File: src/rtl/vr16_pkg.sv
// VR16 shared definitions: opcodes, flag bit positions, execute-stage FSM
// encoding and default datapath widths.
package vr16_pkg;

  localparam int DATA_W_DEFAULT = 16;
  localparam int SEL_W_DEFAULT  = 2;

  localparam logic [3:0] OP_ADD  = 4'd0;
  localparam logic [3:0] OP_SUB  = 4'd1;
  localparam logic [3:0] OP_AND  = 4'd2;
  localparam logic [3:0] OP_OR   = 4'd3;
  localparam logic [3:0] OP_XOR  = 4'd4;
  localparam logic [3:0] OP_NOT  = 4'd5;
  localparam logic [3:0] OP_SHL  = 4'd6;
  localparam logic [3:0] OP_SHR  = 4'd7;
  localparam logic [3:0] OP_MUL  = 4'd8;
  localparam logic [3:0] OP_PASS = 4'd9;

  // Bit positions inside the 4-bit {V,C,N,Z} status register.
  localparam int FLAG_Z = 0;
  localparam int FLAG_N = 1;
  localparam int FLAG_C = 2;
  localparam int FLAG_V = 3;

  typedef enum logic [1:0] {
    ST_IDLE = 2'd0,
    ST_MUL  = 2'd1,
    ST_WB   = 2'd2
  } state_t;

endpackage

File: src/rtl/alu_exec_if.sv
// Decode-to-execute request bus plus the register-file write port driven
// back by the execute stage.
interface alu_exec_if
  import vr16_pkg::*;
#(
  parameter int DATA_W = DATA_W_DEFAULT,
  parameter int SEL_W  = SEL_W_DEFAULT
);

  logic              start;
  logic [3:0]        opcode;
  logic [SEL_W-1:0]  dest_reg;
  logic [DATA_W-1:0] operand_a;
  logic [DATA_W-1:0] operand_b;
  logic              busy;
  logic [DATA_W-1:0] alu_result;
  logic [SEL_W-1:0]  select_reg;
  logic              write_enable;
  logic [3:0]        flags;
  logic              illegal_op;

  // Requester side (decode stage / bench).
  modport master (
    output start, opcode, dest_reg, operand_a, operand_b,
    input  busy, alu_result, select_reg, write_enable, flags, illegal_op
  );

  // Execute-stage side.
  modport slave (
    input  start, opcode, dest_reg, operand_a, operand_b,
    output busy, alu_result, select_reg, write_enable, flags, illegal_op
  );

endinterface

File: src/rtl/mul_iter.sv
// Iterative unsigned shift-add multiplier. One partial product is added per
// step; 'product' already includes the partial of the current step, so when
// 'done' is high it holds the final 2*DATA_W-bit result.
module mul_iter #(
  parameter int DATA_W = 16
) (
  input  logic                  clk,
  input  logic                  reset,
  input  logic                  load,
  input  logic                  step,
  input  logic [DATA_W-1:0]     a,
  input  logic [DATA_W-1:0]     b,
  output logic [2*DATA_W-1:0]   product,
  output logic                  done
);

  localparam int PROD_W = 2 * DATA_W;
  localparam int CNT_W  = $clog2(DATA_W);

  logic [PROD_W-1:0] mcand_r;
  logic [PROD_W-1:0] product_r;
  logic [DATA_W-1:0] mplier_r;
  logic [CNT_W-1:0]  count_r;
  logic [PROD_W-1:0] step_product_s;

  // Running sum plus this step's partial product (multiplicand if LSB set).
  always_comb begin
    step_product_s = product_r;
    if (mplier_r[0]) begin
      step_product_s = product_r + mcand_r;
    end else begin
      step_product_s = product_r;
    end
  end

  assign product = step_product_s;
  assign done    = step && (count_r == CNT_W'(DATA_W - 1));

  // Operand/partial-sum registers: load clears, each step shifts one bit.
  always_ff @(posedge clk) begin
    if (reset) begin
      mcand_r   <= '0;
      product_r <= '0;
      mplier_r  <= '0;
      count_r   <= '0;
    end else if (load) begin
      mcand_r   <= {{DATA_W{1'b0}}, a};
      product_r <= '0;
      mplier_r  <= b;
      count_r   <= '0;
    end else if (step) begin
      mcand_r   <= mcand_r << 1;
      product_r <= step_product_s;
      mplier_r  <= mplier_r >> 1;
      count_r   <= count_r + CNT_W'(1);
    end else begin
      mcand_r   <= mcand_r;
      product_r <= product_r;
      mplier_r  <= mplier_r;
      count_r   <= count_r;
    end
  end

endmodule

File: src/rtl/alu_exec.sv
// VR16 execute stage. Single-cycle ops are computed straight from the request
// and registered into the write-back port on the accepting edge; MUL runs
// through mul_iter and is registered on the edge of its final step.
module alu_exec
  import vr16_pkg::*;
#(
  parameter int DATA_W = DATA_W_DEFAULT,
  parameter int SEL_W  = SEL_W_DEFAULT
) (
  input  logic        clk,
  input  logic        reset,
  alu_exec_if.slave   bus
);

  localparam int SH_W   = $clog2(DATA_W);
  localparam int PROD_W = 2 * DATA_W;
  localparam int MSB    = DATA_W - 1;

  state_t            state_r;
  state_t            next_state_s;
  logic [SEL_W-1:0]  dest_r;
  logic [DATA_W-1:0] alu_result_r;
  logic [SEL_W-1:0]  select_reg_r;
  logic              write_enable_r;
  logic [3:0]        flags_r;
  logic              illegal_op_r;

  logic [DATA_W-1:0] a_s;
  logic [DATA_W-1:0] b_s;
  logic [DATA_W:0]   sum_s;
  logic [DATA_W-1:0] result_s;
  logic              carry_s;
  logic              ovf_s;
  logic              legal_s;
  logic              accept_s;
  logic              is_mul_s;
  logic              mul_load_s;
  logic              mul_step_s;
  logic              mul_done_s;
  logic [PROD_W-1:0] mul_product_s;

  // Packs result-derived and op-specific bits into the {V,C,N,Z} layout.
  function automatic logic [3:0] pack_flags(input logic [DATA_W-1:0] r,
                                            input logic c, input logic v);
    logic [3:0] f;
    f         = 4'b0000;
    f[FLAG_Z] = (r == '0);
    f[FLAG_N] = r[DATA_W-1];
    f[FLAG_C] = c;
    f[FLAG_V] = v;
    return f;
  endfunction

  assign a_s        = bus.operand_a;
  assign b_s        = bus.operand_b;
  assign accept_s   = (state_r == ST_IDLE) && bus.start;
  assign is_mul_s   = (bus.opcode == OP_MUL);
  assign mul_load_s = accept_s && is_mul_s;
  assign mul_step_s = (state_r == ST_MUL);

  mul_iter #(.DATA_W(DATA_W)) u_mul (
    .clk     (clk),
    .reset   (reset),
    .load    (mul_load_s),
    .step    (mul_step_s),
    .a       (a_s),
    .b       (b_s),
    .product (mul_product_s),
    .done    (mul_done_s)
  );

  // Single-cycle datapath and opcode legality check.
  always_comb begin
    sum_s    = '0;
    result_s = '0;
    carry_s  = 1'b0;
    ovf_s    = 1'b0;
    legal_s  = 1'b1;
    case (bus.opcode)
      OP_ADD: begin
        sum_s    = {1'b0, a_s} + {1'b0, b_s};
        result_s = sum_s[DATA_W-1:0];
        carry_s  = sum_s[DATA_W];
        ovf_s    = (a_s[MSB] == b_s[MSB]) && (result_s[MSB] != a_s[MSB]);
      end
      OP_SUB: begin
        // Bit DATA_W of the widened difference is the unsigned borrow.
        sum_s    = {1'b0, a_s} - {1'b0, b_s};
        result_s = sum_s[DATA_W-1:0];
        carry_s  = sum_s[DATA_W];
        ovf_s    = (a_s[MSB] != b_s[MSB]) && (result_s[MSB] != a_s[MSB]);
      end
      OP_AND:  result_s = a_s & b_s;
      OP_OR:   result_s = a_s | b_s;
      OP_XOR:  result_s = a_s ^ b_s;
      OP_NOT:  result_s = ~a_s;
      OP_SHL:  result_s = a_s << b_s[SH_W-1:0];
      OP_SHR:  result_s = a_s >> b_s[SH_W-1:0];
      OP_MUL:  result_s = '0;
      OP_PASS: result_s = b_s;
      default: legal_s  = 1'b0;
    endcase
  end

  // FSM state register.
  always_ff @(posedge clk) begin
    if (reset) begin
      state_r <= ST_IDLE;
    end else begin
      state_r <= next_state_s;
    end
  end

  // FSM next-state logic.
  always_comb begin
    next_state_s = state_r;
    case (state_r)
      ST_IDLE: begin
        if (accept_s && legal_s) begin
          if (is_mul_s) begin
            next_state_s = ST_MUL;
          end else begin
            next_state_s = ST_WB;
          end
        end else begin
          next_state_s = ST_IDLE;
        end
      end
      ST_MUL: begin
        if (mul_done_s) begin
          next_state_s = ST_WB;
        end else begin
          next_state_s = ST_MUL;
        end
      end
      ST_WB:   next_state_s = ST_IDLE;
      default: next_state_s = ST_IDLE;
    endcase
  end

  // Write-back port, status flags and illegal-op strobe.
  always_ff @(posedge clk) begin
    if (reset) begin
      dest_r         <= '0;
      alu_result_r   <= '0;
      select_reg_r   <= '0;
      write_enable_r <= 1'b0;
      flags_r        <= 4'b0000;
      illegal_op_r   <= 1'b0;
    end else begin
      write_enable_r <= 1'b0;
      illegal_op_r   <= 1'b0;
      case (state_r)
        ST_IDLE: begin
          if (accept_s) begin
            if (!legal_s) begin
              illegal_op_r <= 1'b1;
            end else if (is_mul_s) begin
              dest_r <= bus.dest_reg;
            end else begin
              alu_result_r   <= result_s;
              select_reg_r   <= bus.dest_reg;
              write_enable_r <= 1'b1;
              flags_r        <= pack_flags(result_s, carry_s, ovf_s);
            end
          end else begin
            dest_r <= dest_r;
          end
        end
        ST_MUL: begin
          if (mul_done_s) begin
            alu_result_r   <= mul_product_s[DATA_W-1:0];
            select_reg_r   <= dest_r;
            write_enable_r <= 1'b1;
            flags_r        <= pack_flags(mul_product_s[DATA_W-1:0],
                                         |mul_product_s[PROD_W-1:DATA_W], 1'b0);
          end else begin
            dest_r <= dest_r;
          end
        end
        ST_WB:   dest_r <= dest_r;
        default: dest_r <= dest_r;
      endcase
    end
  end

  assign bus.busy         = (state_r != ST_IDLE);
  assign bus.alu_result   = alu_result_r;
  assign bus.select_reg   = select_reg_r;
  assign bus.write_enable = write_enable_r;
  assign bus.flags        = flags_r;
  assign bus.illegal_op   = illegal_op_r;

endmodule

File: src/flat_wrapper.sv
// flat-port wrapper written by rule: the top's interface ports become plain ports
module alu_exec_flat import vr16_pkg::*;
#(
  parameter int DATA_W = DATA_W_DEFAULT,
  parameter int SEL_W  = SEL_W_DEFAULT
)
  (clk, reset, bus_start, bus_opcode, bus_dest_reg, bus_operand_a, bus_operand_b, bus_busy, bus_alu_result, bus_select_reg, bus_write_enable, bus_flags, bus_illegal_op);
  alu_exec_if #(.DATA_W(DATA_W), .SEL_W(SEL_W)) bus_i ();
  input  logic clk;
  input  logic reset;
  input wire logic [$bits(bus_i.start)-1:0] bus_start;
  input wire logic [$bits(bus_i.opcode)-1:0] bus_opcode;
  input wire logic [$bits(bus_i.dest_reg)-1:0] bus_dest_reg;
  input wire logic [$bits(bus_i.operand_a)-1:0] bus_operand_a;
  input wire logic [$bits(bus_i.operand_b)-1:0] bus_operand_b;
  output wire logic [$bits(bus_i.busy)-1:0] bus_busy;
  output wire logic [$bits(bus_i.alu_result)-1:0] bus_alu_result;
  output wire logic [$bits(bus_i.select_reg)-1:0] bus_select_reg;
  output wire logic [$bits(bus_i.write_enable)-1:0] bus_write_enable;
  output wire logic [$bits(bus_i.flags)-1:0] bus_flags;
  output wire logic [$bits(bus_i.illegal_op)-1:0] bus_illegal_op;
  assign bus_i.start = bus_start;
  assign bus_i.opcode = bus_opcode;
  assign bus_i.dest_reg = bus_dest_reg;
  assign bus_i.operand_a = bus_operand_a;
  assign bus_i.operand_b = bus_operand_b;
  assign bus_busy = bus_i.busy;
  assign bus_alu_result = bus_i.alu_result;
  assign bus_select_reg = bus_i.select_reg;
  assign bus_write_enable = bus_i.write_enable;
  assign bus_flags = bus_i.flags;
  assign bus_illegal_op = bus_i.illegal_op;
  alu_exec #(.DATA_W(DATA_W), .SEL_W(SEL_W)) u_core (.clk(clk), .reset(reset), .bus(bus_i));
endmodule
File: config.mk
export PLATFORM = sky130hd
export DESIGN_NAME = alu_exec_flat
export DESIGN_NICKNAME = d
export VERILOG_FILES = /design/src/rtl/vr16_pkg.sv /design/src/rtl/alu_exec_if.sv /design/src/rtl/mul_iter.sv /design/src/rtl/alu_exec.sv /design/src/flat_wrapper.sv
export SDC_FILE = /design/constraint.sdc
export NUM_CORES = 1
export LEC_CHECK = 0
export CORE_MARGIN = 4
export CORE_UTILIZATION = 45
export CTS_CLUSTER_SIZE = 14
export DETAILED_ROUTE_END_ITERATION = 6
export PLACE_DENSITY_LB_ADDON = 0.3
export SYNTH_ARGS = -nofsm -noshare
export SYNTH_HDL_FRONTEND = slang
export SYNTH_HIERARCHICAL = 1
export SYNTH_SLANG_ARGS = --single-unit
File: constraint.sdc
create_clock -name clk -period 5.75 [get_ports clk]
set_input_delay 1.4375 -clock clk [delete_from_list [all_inputs] [get_ports clk]]
set_output_delay 1.4375 -clock clk [all_outputs]
set_load 0.005 [all_outputs]
Word level (Yosys, flattened, before mapping)

Cells that the tools add are included.
W data, S select, Z words.

Register bits after elaboration: 112
Bits of input ports: 41
Output and inout port bits: 25
Logic and storage cells: 96

Add/subtract/negate cells: 4
Equality and inequality tests: 19
Shift-type cells: 2
Muxes and demuxes: 34
Bitwise gates (word level): 6
Reduce and logical (&&, ||, !) cells: 19

Operator list:

| kind                 | number |
|---|---|
| $pmux W16 S9         | 1 |
| $mux W16             | 8 |
| $add A32 B32 Y32     | 1 |
| $logic_not A16 Y1    | 2 |
| $mux W32             | 1 |
| $pmux W16 S2         | 1 |
| $add A16 B16 Y17     | 1 |
| $sub A16 B16 Y17     | 1 |
| $and A16 B16 Y16     | 1 |
| $eq A4 B3 Y1 const B | 4 |
| $mux W4              | 4 |
| $not A16 Y16         | 1 |
| $or A16 B16 Y16      | 1 |
| $reduce_or A16 Y1    | 1 |
| $shl A16 B4 Y16      | 1 |
| $shr A16 B4 Y16      | 1 |
| $xor A16 B16 Y16     | 1 |
| $mux W2              | 7 |
| $eq A4 B4 Y1 const B | 3 |
| $reduce_or A10 Y1    | 1 |
| $eq A4 B2 Y1 const B | 2 |
| $pmux W2 S2          | 2 |
| $pmux W4 S2          | 1 |
| $logic_and A1 B1 Y1  | 6 |
| other kinds (17)     | 31 |

Depth between registers and ports, before layout

Word-level depth: 8
Mapped depth: 15
Depth with buffers taken out: 15

Cells and area by module

The synthesis kept the hierarchy.

By module, submodules not included:

| module   | times used | cells an instance | area an instance (um2) | sequential area each (um2) |
|---|---|---|---|---|
| mul_iter | 1          | 672               | 5549.1                 | 1681.6 |
| alu_exec | 1          | 724               | 5459.0                 | 540.5 |

Least setup slack after synthesis

Ideal clock, no wire load.

Path type: input port to flip-flop
From: input bus_operand_b[1]
To: register u_core.flags_r[0], in the netlist u_core/bus.flags[0]
Library setup time: 67 ps
Arrival: 4364 ps
Required time: 5683 ps
Slack: 1319 ps
Cell stages on the path: 13
Path buffers: 2
Path through: buf_4 > buf_1 > inv_1 > fa_1 > nand2b_1 > a221oi_1 > o41a_1 > o41ai_2 > o21ai_1 > a21o_1 > a211o_1 > or3_1 > o21ai_2

Word-level cells in the longest chain between the ends: 7
Elaborated cells between the ends (all ways): 13
Classes of those cells: add/sub: 2; shift: 2; mux: 5; bitwise: 3; reduce/logical: 1

Ends and longest elaborated chain:

| item                                     | RTL line           | RTL |
|---|---|---|
| start, declared                          | flat_wrapper.sv:15 | `input wire logic [$bits(bus_i.operand_b)-1:0] bus_operand_b;` |
| $sub A16 B16 Y17 (tied with other cells) | alu_exec.sv:88     | `sum_s = {1'b0, a_s} - {1'b0, b_s};` |
| $pmux W16 S9 (*)                         | alu_exec.sv:79     | `case (bus.opcode)` |
| $logic_not A16 Y1 (*)                    | alu_exec.sv:47     | `f[FLAG_Z] = (r == '0);` |
| $mux W4 (*)                              | alu_exec.sv:158    | `end else if (is_mul_s) begin` |
| $mux W4 (*)                              | alu_exec.sv:156    | `if (!legal_s) begin` |
| $mux W4 (*)                              | alu_exec.sv:155    | `if (accept_s) begin` |
| $pmux W4 S2 (*)                          | alu_exec.sv:153    | `case (state_r)` |
| end signal, assigned                     | alu_exec.sv:164    | `flags_r <= pack_flags(result_s, carry_s, ovf_s);` |
| end signal, assigned                     | alu_exec.sv:175    | `flags_r <= pack_flags(mul_product_s[DATA_W-1:0],` |
| end, declared                            | alu_exec.sv:25     | `logic [3:0] flags_r;` |

Every way passes the cells marked *; elsewhere a longest branch is shown, timed or not. The select of a mux whose other input is x is not followed.
A chain may end at the register's enable or synchronous reset.

Final worst setup path

From: input bus_operand_a[3]
To: register u_core.flags_r[0], in the netlist u_core/bus.flags[0]

Word-level cells in the longest chain between the ends: 7
Elaborated cells between the ends (all ways): 14
Classes of those cells: add/sub: 2; shift: 2; mux: 5; bitwise: 4; reduce/logical: 1

Ends and longest elaborated chain:

| item                                     | RTL line           | RTL |
|---|---|---|
| start, declared                          | flat_wrapper.sv:14 | `input wire logic [$bits(bus_i.operand_a)-1:0] bus_operand_a;` |
| $sub A16 B16 Y17 (tied with other cells) | alu_exec.sv:88     |  |
| $pmux W16 S9 (*)                         | alu_exec.sv:79     |  |
| $logic_not A16 Y1 (*)                    | alu_exec.sv:47     |  |
| $mux W4 (*)                              | alu_exec.sv:158    |  |
| $mux W4 (*)                              | alu_exec.sv:156    |  |
| $mux W4 (*)                              | alu_exec.sv:155    |  |
| $pmux W4 S2 (*)                          | alu_exec.sv:153    |  |

Marked as above.

==> qor.yml <==
run_status:
  status: "finished clean"
cts:
  clk_path_buf_depth: 2
  postCtsHoldBufs: 0
  cts_resized: 0
  clkSinkCount: 111
  cts-root-buf: "clkbuf_16"
  cts_tree: "yes"
  worstSkewPairLatency_ps: 370
  htree_levels: 3
  cts_inserted_buffers: 9
  clk_pin_slew_ps: 90
  cts_setup_buffers: 0
synth:
  synthXorXnorAreaFrac_pct: 2.94
  synth-edff-count: 0
  syn-num-nets: 1521
  synth_flop_cell: "dfxtp_1"
  synth.avg_cell_area_um2: 7.89
  synth.area.top_cells: "dfxtp_1 20%, ha_1 9.2%, mux2i_1 8.0%"
  synthAdderAreaFrac_pct: 9.75
  synth_top_family_by_area: "compound AO/OA/AOI/OAI gates"
  yosys_warnings: 6
  ys_ff_latch: 111
  ys_seq_area_share_pct: 20.2
  ys_types: 93
  synth_top_area_cell: "dfxtp_1"
  synth_compound_area_share_pct: 24.2
  netlist_area_um2: 11000
  synthCells: 1396
  synth_top_area_share_pct: 20.2
  synth.mux.area_fraction_pct: 16.2
  synthArstFlopShare_pct: 0
  yosys.area_share.simple_pct: 20.3
setup_path:
  cpMaxStageDelayCell: "clkdlybuf4s50_1"
  slowest_delay_ps: 830
  r2r_end: "u_core/bus.flags[2]$_SDFFE_PP0P_"
  worstSetupPathType: "in -> reg"
  required_ps: 6050
  start_kind: "primary input"
  cp_max_fo: 14
  worst-path-stages: 11
  worstSetupEndpoint: "u_core/bus.flags[0]$_SDFFE_PP0P_"
  path_buf_inv: 2
  critPathLaunch: "bus_operand_a[3]"
  reg2reg_depth: 14
  cp-end-kind: "register"
  arrival_ps: 4950
  timing.rr.start: "u_core/u_mul/mcand_r[10]$_SDFFE_PP0P_"
  rrSetupSlack_ps: 1640
  crit_family: "compound AO/OA/AOI/OAI gates"
  crit_chain: "clkdlybuf4s50_1, inv_1, ha_1, a221oi_1, o41a_1, o41ai_2, o21ai_1, a21o_1, a211o_1, or3_1, o21ai_2"
detailed_routing:
  drt_pass1_iterations: 5
  ant_nets: 0
  drtIter0Drc: 914
  wl_per_cell_um: 21.3
  drt_wl_total_um: 36800
  drc: 0
  num_vias: 10900
  vias_per_cell: 6.29
place:
  hpwl_um: 27500
  dp_cells: 1714
  placed_cell_area_um2: 11900
  gp_congestion: 1.01
  port_buffers: 65
timing:
  fmax_ghz: 0.215
  rsz0062_at_grt: "no"
  setup_violations: 0
  fin_skew_ps: 17.9
  worstMarginPinSlew_ps: 1210
  hold_slack_ps: 456
  fin_crit_ps: 4660
  slew_violations: 0
  slew_headroom_pct: 18.0
  finalCritPeriodShare_pct: 81.0
  fin_setup_tns_ps: 0
  hold_viol_final: 0
floorplan:
  die_area_um2: 27000
  coreArea_um2: 23800
  initial_core_util_pct: 46.3
  die_width_um: 164
  die_h_um: 164
  ios: 66
  row_count: 56
power_and_ir_drop:
  p_leak_nw: 5.05
  powerDensity_nw_per_um2: 166
  p_seq_share_pct: 39.0
  p_sw_mw: 0.709
  p_int_mw: 1.32
  power.share.switching_pct: 34.9
  combPwrFrac_pct: 27.0
  power_frac_clock_pct: 34.0
  max-vdd-ir-drop_uv: 144
global_route:
  grtUsageTotal_pct: 27.0
  grt_pass1_vias: 10300
  grt_max_degree: 68
  grt_antenna_before_repair: 0
  grt_pass1_wl_um: 57800
  overflow: 0
flow_run:
  maxCapViolCount: 0
layout:
  syn_to_final_growth_pct: 11.0
  finalInstanceArea_um2: 12200
  reg.largest.list: "u_core/u_mul/mcand_r x32, u_core/u_mul/product_r x32, u_core/u_mul/mplier_r x16"
  fin_nets: 1531
  finalNonFillerCells: 1730
  diodes: 0
  drive_gt1_share_pct: 10.4
min_path:
  hold_class: "reg -> reg"
-- cells in the final DEF, fill, tap and decap left out, types with 8 or more instances in the layout --
master           count
nand2_1             86
buf_4               43
xor2_1              18
nor2b_1              8
o22ai_1             13
a31oi_1             12
mux2_2              26
nand4_1             10
inv_1               55
o211a_1              8
or3_1               12
nor2_1             211
o21ai_1             15
dfxtp_1            111
a221o_1             15
clkdlybuf4s50_1     61
mux4_2              21
a21o_1              30
o21bai_1            10
o211ai_1             8
nor4_1              20
ha_1                81
or4_1                8
o21ai_0             33
a211oi_1            23
xnor2_1             19
a21oi_1            123
nand3_1             29
mux2i_1             88
nor3_1              20
nand2b_1            11
clkbuf_16            9
and3_1               9
-- area by class of cell --
type	count	area [µm²]
Clock inverter	7	91.3
Sequential cell	111	2220
Inverter	60	228
Fill cell	2338	11500
Clock buffer	9	225
Timing Repair Buffer	108	953
Multi-Input combinational cell	1116	8100
Tap cell	319	399
-- worst min-delay path, stage by stage (launching register included) --
cell	delay, ps
dfxtp_1	320
nand2_1	50
a21oi_1	50
-- power groups by stage --
stage / combinational (mW) / sequential (mW) / clock [mW]
floorplan: 0.345 / 0.807 / 0
global placement: 0.531 / 0.810 / 0
detailed placement: 0.533 / 0.811 / 0
CTS: 0.536 / 0.793 / 0.708
global route: 0.590 / 0.795 / 0.729
finish: 0.548 / 0.793 / 0.690
-- worst min path at each step --
stage / from / endpoint / cells past startpoint
4_1_cts: u_core/bus.alu_result[6]$_SDFFE_PP0P_ / u_core/bus.alu_result[6]$_SDFFE_PP0P_ / 2
2_1_floorplan: u_core/dest_r[0]$_SDFFE_PP0P_ / u_core/dest_r[0]$_SDFFE_PP0P_ / 2
3_5_place_dp: u_core/bus.alu_result[6]$_SDFFE_PP0P_ / u_core/bus.alu_result[6]$_SDFFE_PP0P_ / 2
5_1_grt: u_core/dest_r[0]$_SDFFE_PP0P_ / u_core/dest_r[0]$_SDFFE_PP0P_ / 2
6_report: u_core/bus.alu_result[6]$_SDFFE_PP0P_ / u_core/bus.alu_result[6]$_SDFFE_PP0P_ / 2
3_3_place_gp: u_core/bus.alu_result[6]$_SDFFE_PP0P_ / u_core/bus.alu_result[6]$_SDFFE_PP0P_ / 2
-- through the flow --
stage          power, mW  setup slack, ps  utilization (%)
6_report            2.03             1090             51.4
5_1_grt             2.11              879             51.4
4_1_cts             2.04             1170             51.4
3_5_place_dp        1.34              811             50.1
3_3_place_gp        1.34              843             50.1
2_1_floorplan       1.15             1320                -
-- synth_stat cells (15+ instances only) --
master    count
nor2_1      211
mux4_2       21
ha_1         81
a21oi_1     123
nor4_1       21
mux2_2       26
mux2i_1      88
a211oi_1     23
a221o_1      15
nand3_1      29
nor3_1       20
o21ai_1      15
xnor2_1      19
inv_1        57
xor2_1       18
nand2_1      86
o21ai_0      33
clkbuf_1     73
a21o_1       30
dfxtp_1     111
-- per-layer routing --
metal  GRT usage, %  wire length [µm]  vias up
met5              0                 0        -
met4           8.17              1010        0
met3           4.22              2690       61
met2           42.9             16400      431
met1           37.8             16800     5223
li1               -                 -     5164
-- logic make-up after synthesis --
logic type,count (synthesis)
multiplexers,140
flip-flops,111
AO/OA/AOI/OAI,385
adder cells (fa/ha/maj),84
XOR/XNOR,37
buffers and inverters,169
AND/OR/NAND/NOR,470
No activity file was read; power rests on OpenSTA's default activity.
